File: config.mk
export PLATFORM = sky130hd
export DESIGN_NAME = pipe_stage_regs
export DESIGN_NICKNAME = d
export VERILOG_FILES = /design/src/rtl/pipe_stage_regs_pkg.sv /design/src/rtl/pipe_reg_ctl.sv /design/src/rtl/pipe_stage_regs.sv
export SDC_FILE = /design/constraint.sdc
export NUM_CORES = 1
export LEC_CHECK = 0
export ABC_AREA = 1
export ABC_CLOCK_PERIOD_IN_PS = 900
export CAP_MARGIN = 15
export CORE_ASPECT_RATIO = 0.9
export CORE_MARGIN = 2
export CORE_UTILIZATION = 39
export CTS_BUF_LIST = sky130_fd_sc_hd__clkbuf_4 sky130_fd_sc_hd__clkbuf_8
export DETAILED_ROUTE_END_ITERATION = 12
export GPL_TIMING_DRIVEN = 1
export PLACE_DENSITY = 0.78
export SLEW_MARGIN = 15
export SYNTH_ARGS = -nofsm -noshare
export SYNTH_HDL_FRONTEND = slang
export SYNTH_SLANG_ARGS = --single-unit
File: constraint.sdc
create_clock -name clk -period 0.9 [get_ports clk]
set_input_delay 0.18 -clock clk [delete_from_list [all_inputs] [get_ports clk]]
set_output_delay 0.18 -clock clk [all_outputs]
set_load 0.03 [all_outputs]
File: src/rtl/pipe_stage_regs_pkg.sv
// Shared constants for the MINI-RISC FD/DE/EW pipeline register bank:
// opcode encodings, forward-select codes and the saturating-counter helper
// used by the optional performance counters (PIPE_PERF_EN).
package pipe_stage_regs_pkg;

    // Opcode encodings carried in the upper five bits of the instruction word.
    typedef enum logic [4:0] {
        OP_NOP  = 5'd0,
        OP_LBH  = 5'd1,
        OP_LBL  = 5'd2,
        OP_SETF = 5'd3,
        OP_CPLF = 5'd4
    } opcode_e;

    // Forward-select codes; every other code falls back to the register-file value.
    localparam logic [1:0] FWD_RF = 2'b00;
    localparam logic [1:0] FWD_WB = 2'b10;

    // Width of each performance counter.
    localparam int PERF_W = 16;

    // True when the select asks for the writeback result.
    function automatic logic fwd_is_wb(input logic [1:0] sel);
        return (sel == FWD_WB);
    endfunction

    // Increment that sticks at all-ones instead of wrapping.
    function automatic logic [PERF_W-1:0] sat_inc(input logic [PERF_W-1:0] val);
        if (val == {PERF_W{1'b1}}) begin
            return val;
        end else begin
            return val + {{(PERF_W-1){1'b0}}, 1'b1};
        end
    endfunction

endpackage

File: src/rtl/pipe_reg_ctl.sv
// Generic valid + payload pipeline register. On each rising edge the
// priority is flush > stall > advance; a flush clears both valid and payload.
module pipe_reg_ctl #(
    parameter int W = 8
) (
    input  logic         clk,
    input  logic         rst_n,
    input  logic         stall,
    input  logic         flush,
    input  logic         valid_in,
    input  logic [W-1:0] data_in,
    output logic         valid_q,
    output logic [W-1:0] data_q
);

    logic         valid_d;
    logic [W-1:0] data_d;

    // Next-state selection: bubble on flush, hold on stall, otherwise load upstream.
    always_comb begin
        valid_d = valid_q;
        data_d  = data_q;
        if (flush) begin
            valid_d = 1'b0;
            data_d  = {W{1'b0}};
        end else if (stall) begin
            valid_d = valid_q;
            data_d  = data_q;
        end else begin
            valid_d = valid_in;
            data_d  = data_in;
        end
    end

    // State register; asynchronous reset clears valid and payload immediately.
    always_ff @(posedge clk or negedge rst_n) begin
        if (!rst_n) begin
            valid_q <= 1'b0;
            data_q  <= {W{1'b0}};
        end else begin
            valid_q <= valid_d;
            data_q  <= data_d;
        end
    end

endmodule

File: src/rtl/pipe_stage_regs.sv
// FD, DE and EW pipeline registers for the MINI-RISC core, with the Execute
// operand-forwarding mux and the stall-time operand capture.
// Optional feature: define PIPE_PERF_EN to add stall/bubble/retired counters.
module pipe_stage_regs
    import pipe_stage_regs_pkg::*;
#(
    parameter int INSTR_W = 16,
    parameter int DATA_W  = 16,
    parameter int PC_W    = 8
) (
    input  logic               clk,
    input  logic               rst_n,
    input  logic [INSTR_W-1:0] instr_F,
    input  logic [PC_W-1:0]    pc_F,
    input  logic               stall_F,
    input  logic               flush_F,
    input  logic               stall_D,
    input  logic               flush_D,
    input  logic               stall_E,
    input  logic               flush_E,
    input  logic [1:0]         forward_A,
    input  logic [1:0]         forward_B,
    input  logic [4:0]         opcode_D,
    input  logic [2:0]         rd_D,
    input  logic [2:0]         rs1_D,
    input  logic [2:0]         rs2_D,
    input  logic               reg_write_D,
    input  logic [DATA_W-1:0]  rf_a_D,
    input  logic [DATA_W-1:0]  rf_b_D,
    input  logic [DATA_W-1:0]  alu_res_E,
    output logic [INSTR_W-1:0] instr_D,
    output logic [PC_W-1:0]    pc_D,
    output logic               valid_D,
    output logic [4:0]         opcode_E,
    output logic [2:0]         rd_E,
    output logic [2:0]         rs1_E,
    output logic [2:0]         rs2_E,
    output logic               reg_write_E,
    output logic               valid_E,
    output logic [DATA_W-1:0]  op_a_E,
    output logic [DATA_W-1:0]  op_b_E,
`ifdef PIPE_PERF_EN
    output logic [PERF_W-1:0]  stall_cycles,
    output logic [PERF_W-1:0]  bubble_count,
    output logic [PERF_W-1:0]  retired,
`endif
    output logic [4:0]         opcode_W,
    output logic [2:0]         rd_W,
    output logic               reg_write_W,
    output logic [DATA_W-1:0]  result_W,
    output logic               valid_W
);

    localparam int FD_W = INSTR_W + PC_W;
    localparam int DE_W = 5 + 3 + 3 + 3 + 1;
    localparam int EW_W = 5 + 3 + 1 + DATA_W;

    logic [FD_W-1:0]   fd_data_q;
    logic [DE_W-1:0]   de_data_in_s;
    logic [DE_W-1:0]   de_data_q;
    logic [EW_W-1:0]   ew_data_in_s;
    logic [EW_W-1:0]   ew_data_q;
    logic [DATA_W-1:0] op_a_d;
    logic [DATA_W-1:0] op_a_q;
    logic [DATA_W-1:0] op_b_d;
    logic [DATA_W-1:0] op_b_q;

    // FD: every fetched word enters as valid; flush_F turns it into a bubble.
    pipe_reg_ctl #(.W(FD_W)) u_fd (
        .clk      (clk),
        .rst_n    (rst_n),
        .stall    (stall_F),
        .flush    (flush_F),
        .valid_in (1'b1),
        .data_in  ({instr_F, pc_F}),
        .valid_q  (valid_D),
        .data_q   (fd_data_q)
    );

    assign instr_D = fd_data_q[FD_W-1:PC_W];
    assign pc_D    = fd_data_q[PC_W-1:0];

    // The write enable is stored pre-gated so reg_write_E can never be set on a bubble.
    assign de_data_in_s = {opcode_D, rd_D, rs1_D, rs2_D, reg_write_D & valid_D};

    pipe_reg_ctl #(.W(DE_W)) u_de (
        .clk      (clk),
        .rst_n    (rst_n),
        .stall    (stall_D),
        .flush    (flush_D),
        .valid_in (valid_D),
        .data_in  (de_data_in_s),
        .valid_q  (valid_E),
        .data_q   (de_data_q)
    );

    assign opcode_E    = de_data_q[14:10];
    assign rd_E        = de_data_q[9:7];
    assign rs1_E       = de_data_q[6:4];
    assign rs2_E       = de_data_q[3:1];
    assign reg_write_E = de_data_q[0];

    assign ew_data_in_s = {opcode_E, rd_E, reg_write_E & valid_E, alu_res_E};

    pipe_reg_ctl #(.W(EW_W)) u_ew (
        .clk      (clk),
        .rst_n    (rst_n),
        .stall    (stall_E),
        .flush    (flush_E),
        .valid_in (valid_E),
        .data_in  (ew_data_in_s),
        .valid_q  (valid_W),
        .data_q   (ew_data_q)
    );

    assign opcode_W    = ew_data_q[EW_W-1:EW_W-5];
    assign rd_W        = ew_data_q[EW_W-6:EW_W-8];
    assign reg_write_W = ew_data_q[DATA_W];
    assign result_W    = ew_data_q[DATA_W-1:0];

    // DE operand latches: load RF data on advance; while stalled, grab result_W when
    // it is being forwarded so the value survives EW advancing or bubbling.
    always_comb begin
        op_a_d = op_a_q;
        op_b_d = op_b_q;
        if (flush_D) begin
            op_a_d = {DATA_W{1'b0}};
            op_b_d = {DATA_W{1'b0}};
        end else if (stall_D) begin
            if (fwd_is_wb(forward_A)) begin
                op_a_d = result_W;
            end else begin
                op_a_d = op_a_q;
            end
            if (fwd_is_wb(forward_B)) begin
                op_b_d = result_W;
            end else begin
                op_b_d = op_b_q;
            end
        end else begin
            op_a_d = rf_a_D;
            op_b_d = rf_b_D;
        end
    end

    // Operand latch registers.
    always_ff @(posedge clk or negedge rst_n) begin
        if (!rst_n) begin
            op_a_q <= {DATA_W{1'b0}};
            op_b_q <= {DATA_W{1'b0}};
        end else begin
            op_a_q <= op_a_d;
            op_b_q <= op_b_d;
        end
    end

    // Execute-stage forwarding mux; reserved and unused codes select the latched value.
    assign op_a_E = fwd_is_wb(forward_A) ? result_W : op_a_q;
    assign op_b_E = fwd_is_wb(forward_B) ? result_W : op_b_q;

`ifdef PIPE_PERF_EN
    logic              any_stall_s;
    logic              any_flush_s;
    logic [PERF_W-1:0] stall_cycles_d;
    logic [PERF_W-1:0] stall_cycles_q;
    logic [PERF_W-1:0] bubble_count_d;
    logic [PERF_W-1:0] bubble_count_q;
    logic [PERF_W-1:0] retired_d;
    logic [PERF_W-1:0] retired_q;

    assign any_stall_s = stall_F | stall_D | stall_E;
    assign any_flush_s = flush_F | flush_D | flush_E;

    // Counter next-state: a cycle with any flush is a bubble, not a stall.
    always_comb begin
        stall_cycles_d = stall_cycles_q;
        bubble_count_d = bubble_count_q;
        retired_d      = retired_q;
        if (any_flush_s) begin
            bubble_count_d = sat_inc(bubble_count_q);
        end else if (any_stall_s) begin
            stall_cycles_d = sat_inc(stall_cycles_q);
        end else begin
            bubble_count_d = bubble_count_q;
        end
        if (valid_W) begin
            retired_d = sat_inc(retired_q);
        end else begin
            retired_d = retired_q;
        end
    end

    // Counter registers.
    always_ff @(posedge clk or negedge rst_n) begin
        if (!rst_n) begin
            stall_cycles_q <= {PERF_W{1'b0}};
            bubble_count_q <= {PERF_W{1'b0}};
            retired_q      <= {PERF_W{1'b0}};
        end else begin
            stall_cycles_q <= stall_cycles_d;
            bubble_count_q <= bubble_count_d;
            retired_q      <= retired_d;
        end
    end

    assign stall_cycles = stall_cycles_q;
    assign bubble_count = bubble_count_q;
    assign retired      = retired_q;
`endif

endmodule

==> results.yml <==
drt:
  num_vias: 5109
  viasPerCell: 5.01
  first_pass_iters: 5
  wl_per_cell_um: 17.5
  first_iter_violations: 379
  ant_nets: 0
  drc: 0
  routed_wl_um: 17800
timing:
  fin_crit_ps: 1460
  setup_viol: 121
  finalClockSkew_ps: 9.72
  fmax_mhz: 685
  final_hold_viol_count: 0
  period_share: 1.62
  fin_tns_setup_ps: -35950
  setup_ws_ps: -559
  slew_headroom: 0.763
  worstMarginPinSlew_ps: 352
  rsz0062_at_grt: "yes"
  whs_ps: 246
  drv_slew: 0
grt:
  antenna_found_initial: 0
  overflow: 0
  grt_pass1_vias: 5174
  grt_max_degree: 59
  grt_pass1_wl_um: 26200
  grt_util_all_layers: 0.266
yosys:
  synth_largest_area_cell: "dfrtp_1"
  synth_edf_count: 0
  postSynthCellCount: 559
  synth.cell_area_um2: 4550
  synth.distinct_cells: 16
  yosys_register_bits: 99
  ys_top_cells_by_count: "nand2_1, nand3_1, dfrtp_1, inv_1, o21ai_0"
  synth_area_leaders: "dfrtp_1, nand2_1, nand3_1"
  dominantRegCellSynth: "dfrtp_1"
  synthMostInstantiatedCell: "nand2_1"
  ys_warn_count: 0
  async_flop_share: 1.00
  ys_seq_area_frac: 0.544
  synth_top_area_share: 0.544
  syn_avg_cell_area_um2: 8.14
  synth_fp_nets: 658
critical_path:
  critPathKind: "reg -> out"
  arrival_ps: 1280
  critPathSlowestCell: "dfrtp_2"
  cp_cell_sequence: "inv_4 -> nand3_2 -> and2_4 -> buf_6"
  cp_max_fo: 3
  cp-start-kind: "flip-flop"
  crit_required_ps: 720
  critical_path.top_delay_family: "flip-flops"
  path_buf_inv: 2
  max_stage_delay_ps: 450
  end_kind: "output port"
finish:
  drive_gt1_frac: 0.440
  syn_to_final_growth_pct: 92.6
  final_cells: 1019
  fill_cells: 744
  final_nets: 957
  fin_util: 0.770
  diodes: 0
floorplanning:
  row_count: 37
  dieArea_um2: 12500
  die_h_um: 106
  start_util: 0.400
  ios: 198
  core-area_um2: 11400
  dieWidth_um: 118
clock_tree:
  cts_tree: "done"
  cts.path.max_buffers: 2
  h-tree-depth: 3
  clkTransAtPathRegs_ps: 90
  clk_latency_ps: 370
  clkSinkCount: 99
  clock-root-buffer: "clkbuf_8"
  cts_buffers: 9
run_status:
  violations: "negative setup slack"
  status: "finished with violations"
pwr:
  finalPower_w: 0.0118
  pwr-share-clk: 0.251
  p_int_w: 0.00811
  p_leak_nw: 4.37
  combPwrFrac: 0.334
  seq_power_share: 0.415
  netSwitchingFraction: 0.314
  p_per_area_nw_per_um2: 1350
  ir_drop_v: 0.000884
  p_sw_w: 0.00372
job:
  max_cap_viol_count: 0
placement:
  dp.cells: 936
  port_buffers: 197
  dp_hpwl_um: 10800
  routabilityCongestion: 0.980
min_path:
  hold_class: "in -> reg"
==> per-layer routing <==
layer  vias to the layer above  part of all wire  global-route usage
li1                       2359                 -                   -
met1                      2456              0.38               0.324
met2                       258              0.51               0.451
met3                        36             0.082              0.0708
met4                         0             0.030               0.110
met5                         -                 0                   0
==> placed cells by master (no fill, tap or decap) <==
cell / instances
nand2_2: 8
bufinv_16: 1
inv_4: 15
a21oi_1: 1
buf_6: 150
nand3_2: 43
dlygate4sd2_1: 7
clkbuf_4: 2
dlygate4sd3_1: 1
clkinv_2: 1
and2_4: 32
inv_1: 44
clkbuf_8: 10
clkdlybuf4s50_1: 87
nor2_4: 2
nand2_8: 2
dfrtp_1: 83
buf_12: 12
o21ai_2: 4
nand3_4: 15
o21ai_0: 29
dfrtp_2: 16
dlymetal6s2s_1: 3
bufbuf_16: 1
nand3_1: 66
o21ai_1: 1
inv_2: 6
buf_4: 58
nand2_1: 161
clkinvlp_4: 2
==> sequential cells by signal, indices dropped and copies added, names as in the netlist <==
register      cells
u_ew.data_q      25
u_fd.data_q      24
op_a_q           16
op_b_q           16
u_de.data_q      15
u_de.valid_q      1
u_ew.valid_q      1
u_fd.valid_q      1
==> stage by stage <==
step                cell area (µm²)  setup WS [ps]
global placement               6980           -681
finish                         8760           -559
CTS                            8340           -544
detailed placement             6980           -711
global route                   8760           -604
floorplan                      4690          -77.5
==> path summary, 6_finish.rpt <==
path	start	endpoint	slack, ps	depth (start not counted)
worst max-delay path	u_ew.data_q[10]$_DFFE_PN0P_	op_b_E[10]	-560	4
worst max register to register	u_ew.data_q[2]$_DFFE_PN0P_	op_b_q[2]$_DFF_PN0_	-370	8
worst min register to register	u_de.data_q[2]$_DFFE_PN0P_	u_de.data_q[2]$_DFFE_PN0P_	500	2
worst min-delay path	stall_F	u_fd.valid_q$_DFFE_PN0P_	250	3
min in group asynchronous	rst_n	op_a_q[4]$_DFF_PN0_	360	3
max in group asynchronous	rst_n	u_ew.data_q[2]$_DFFE_PN0P_	220	3
==> tightest hold or removal path: cells and delay by family <==
family / cells / cell delay [ps]
buffers and inverters: 2 / 320
AO/OA/AOI/OAI: 1 / 80
==> area by class of cell <==
class	instances	area, µm²	share of cell area
repair buffers	319	3380	0.385
clock buffers	12	153	0.0174
well taps	156	195	0.0223
multi-input cells	364	2210	0.252
inverters	65	282	0.0321
flip-flops and latches	99	2500	0.285
clock inverters	4	50.0	0.00571
==> power groups by stage <==
stage | combinational (W) | clock, W | sequential, W
5_1_grt | 0.00418 | 0.00321 | 0.00494
3_3_place_gp | 0.00302 | 0 | 0.00494
3_5_place_dp | 0.00306 | 0 | 0.00495
2_1_floorplan | 0.00120 | 0 | 0.00528
4_1_cts | 0.00367 | 0.00300 | 0.00489
6_report | 0.00395 | 0.00297 | 0.00491
==> repair_timing <==
action                                 in CTS  in global routing
setup endpoints to repair                 155                149
gates resized for setup                   194                 87
cloned                                      1                  0
setup buffers                              57                 36
hold buffers                                1                  0
pin swaps                                  24                 15
endpoints found under the hold margin      99                  0
==> cell families after synthesis <==
kind of cell / count (synthesis) / synth area share
and+or+nand+nor: 329 / 0.325
DFF: 99 / 0.544
buffers and inverters: 96 / 0.0918
AOI/OAI and AO/OA: 35 / 0.0385
Power figures use the tool's default switching activity.
==> RTL change: new RTL, config.mk and constraints unchanged <==
The option `PIPE_PERF_EN` is turned on by a define.
--- a/src/rtl/pipe_stage_regs.sv
+++ b/src/rtl/pipe_stage_regs.sv
@@ -2,4 +2,6 @@
 // operand-forwarding mux and the stall-time operand capture.
 // Optional feature: define PIPE_PERF_EN to add stall/bubble/retired counters.
+`define PIPE_PERF_EN
+
 module pipe_stage_regs
     import pipe_stage_regs_pkg::*;
Function (old outputs only; new: bubble_count, retired and stall_cycles): kept (equiv_simple and equiv_induct, registers matched by name and starting in step).
==> RTL change against the unedited design <==
- the flow still finishes with violations (negative setup slack)
- global-route usage up 3.3 points
- area after synthesis grew 60%
- sequential cell count increased by 48
- combinational power grew 110%
- die area is 58% higher
- first-iteration DRC count grew 45%
- worst hold slack worse by 75 ps
- setup slack got worse by 110 ps
- sequential power increased by 60%
- cell area is 62% higher
- core utilization is 0.41 points higher
- wire length is 82% higher
- total power up 85%
- largest cell class unchanged
==> RTL change: results (changes against the unedited design) <==
status=finished with violations (unchanged); failing checks=negative setup slack (unchanged); clk slew on worst S/H paths=90 ps (about the same); Regs by FF count=u_ew.data_q x25, u_fd.data_q x24 (unchanged); pin count of the biggest net entering global routing=49 (was 59); Post-Syn Nets=1038 (was 658); nets@finish=1523 (was 957); largest area contributor in the netlist=dfrtp_1 (unchanged); Yosys Warn Count=0 (unchanged); All-Layer GR Usage=30.0% (was 26.6%); final wirelength=32500 microns (was 17800 microns); Post-DP HPWL=17900 microns (was 10800 microns); H-Tree Depth=4 (was 3); Hold Path Class=primary input to asynchronous set/reset pin (was primary input to register); share of cells above drive strength 1=49.6% (was 44.0%); top cells by area, synth=dfrtp_1 (50%), nand2_1 (16%), nand3_1 (7.7%), inv_1 (5.8%), o21ai_0 (5.8%) (was dfrtp_1 (54%), nand2_1 (14%), nand3_1 (14%), inv_1 (5.0%), and2_1 (4.4%)); reg2reg start=stall_cycles[1] (was u_ew.data_q[2]); Crit Path Max Fanout=5 (was 3); DR vias/cell=5.27 (was 5.01); PortBufs=245 (was 197); pre-CTS WS=-752 ps (was -711 ps); WP data arrival=1960 ps (was 1280 ps); gpl congestion=0.865 (was 0.980); grt met1 use=35.5% (was 32.4%); final setup margin=-667 ps (was -559 ps); top post-synthesis cells by count=nand2_1 (308), dfrtp_1 (147), inv_1 (113) (was nand2_1 (168), nand3_1 (124), dfrtp_1 (99)); Async S/R FF share, synth=100% (unchanged); Critical R2R Capture=stall_cycles[0] (was op_b_q[2]); post-synthesis cell type count=30 (was 16); Setup-failing EPs final=217 (was 121); Setup TNS Final=-87570 ps (was -35950 ps); slew at the pin closest to its max-slew limit=343 ps (was 352 ps); DRT iter0 DRCs=551 (was 379); initial antenna violation count=2 (was 0); met3 usage=6.27% (was 7.08%); sequential cell area fraction in the yosys report=50.4% (was 54.4%); 1st-pass router iterations=5 (unchanged); skew final=16.3 ps (was 9.72 ps); Clk Latency, worst-skew pair=460 ps (was 370 ps); M2 GR Usage=52.4% (was 45.1%); CTS Buffer Depth=2 (unchanged); first-pass GRT wire length=46100 microns (was 26200 microns); Pleak=7.06 nW (was 4.37 nW); Register-to-Register Path Depth=10 (was 8); CTS Buf Count=17 (was 9); vias in the first global route=8886 (was 5174); IR drop worst, VDD=0.00114 V (was 0.000884 V); clk root buf=clkbuf_8 (unchanged)
[RTL change: stage by stage]
step | instances | hold slack [ps] | utilization (%) | cell area [sq um]
4_1_cts | 1654 | 153 | 74.7 | 13700
5_1_grt | 1681 | 149 | 77.4 | 14200
2_1_floorplan | 936 | -116 | - | 7710
6_report | 1681 | 171 | 77.4 | 14200
3_3_place_gp | 1538 | 65.9 | 60.9 | 11200
3_5_place_dp | 1538 | 73.5 | 60.9 | 11200
[RTL change: logic make-up after synthesis]
family,share of synthesized area [%]
buffers and inverters,8.49
XOR/XNOR,2.28
AND/OR/NAND/NOR,31.2
AO/OA/AOI/OAI,7.07
flip-flops,50.4
adder cells (fa/ha/maj),0.515
[RTL change: cell type report]
| class | instances | area [sq um] |
|---|---|---|
| Timing Repair Buffer | 503 | 5380 |
| Fill cell | 1096 | 4150 |
| Multi-Input combinational cell | 635 | 3880 |
| Sequential cell | 147 | 3740 |
| Inverter | 117 | 455 |
| Tap cell | 245 | 307 |
| Clock buffer | 22 | 303 |
| Clock inverter | 10 | 121 |
| Antenna cell | 2 | 5.00 |
[RTL change: worst max path at each step]
| stage | from | to | slack [ps] |
|---|---|---|---|
| finish | stall_cycles[1] | stall_cycles[0] | -670 |
| global route | stall_cycles[1] | stall_cycles[0] | -700 |
| CTS | u_ew.data_q[10] | op_a_E[10] | -600 |
| detailed placement | stall_E | stall_cycles[12] | -750 |
| global placement | stall_D | op_a_q[4] | -710 |
| floorplan | stall_cycles[1] | stall_cycles[3] | -610 |
[RTL change: where the power goes]
| group | total (mW) | internal [mW] | switching (mW) |
|---|---|---|---|
| registers | 7.87 | 7.23 | 0.643 |
| clock network | 5.64 | 2.85 | 2.79 |
| logic | 8.35 | 4.08 | 4.26 |
| total | 21.9 | 14.2 | 7.70 |
[RTL change: per-layer routing]
metal,wire [microns],up-vias
met5,0,-
met4,1350,0
met3,2660,115
met2,16700,535
met1,11800,4279
li1,-,3935
[RTL change: critical path: stages (launching register included)]
cell	delay (ps)
dfrtp_2	450
ha_4	190
nand2_4	60
nor2_4	40
nand2_2	80
nor2_4	40
nor2_4	210
buf_6	150
buf_6	120
nand3b_1	80
nand2_1	80
[RTL change: timing repair]
item | in CTS | in global routing
setup endpoints to repair | 287 | 232
hold buffers | 1 | 0
gates cloned | 10 | 0
resized for setup | 337 | 96
setup buffers | 75 | 33
endpoints found under the hold margin | 147 | 0
pin swaps | 56 | 56
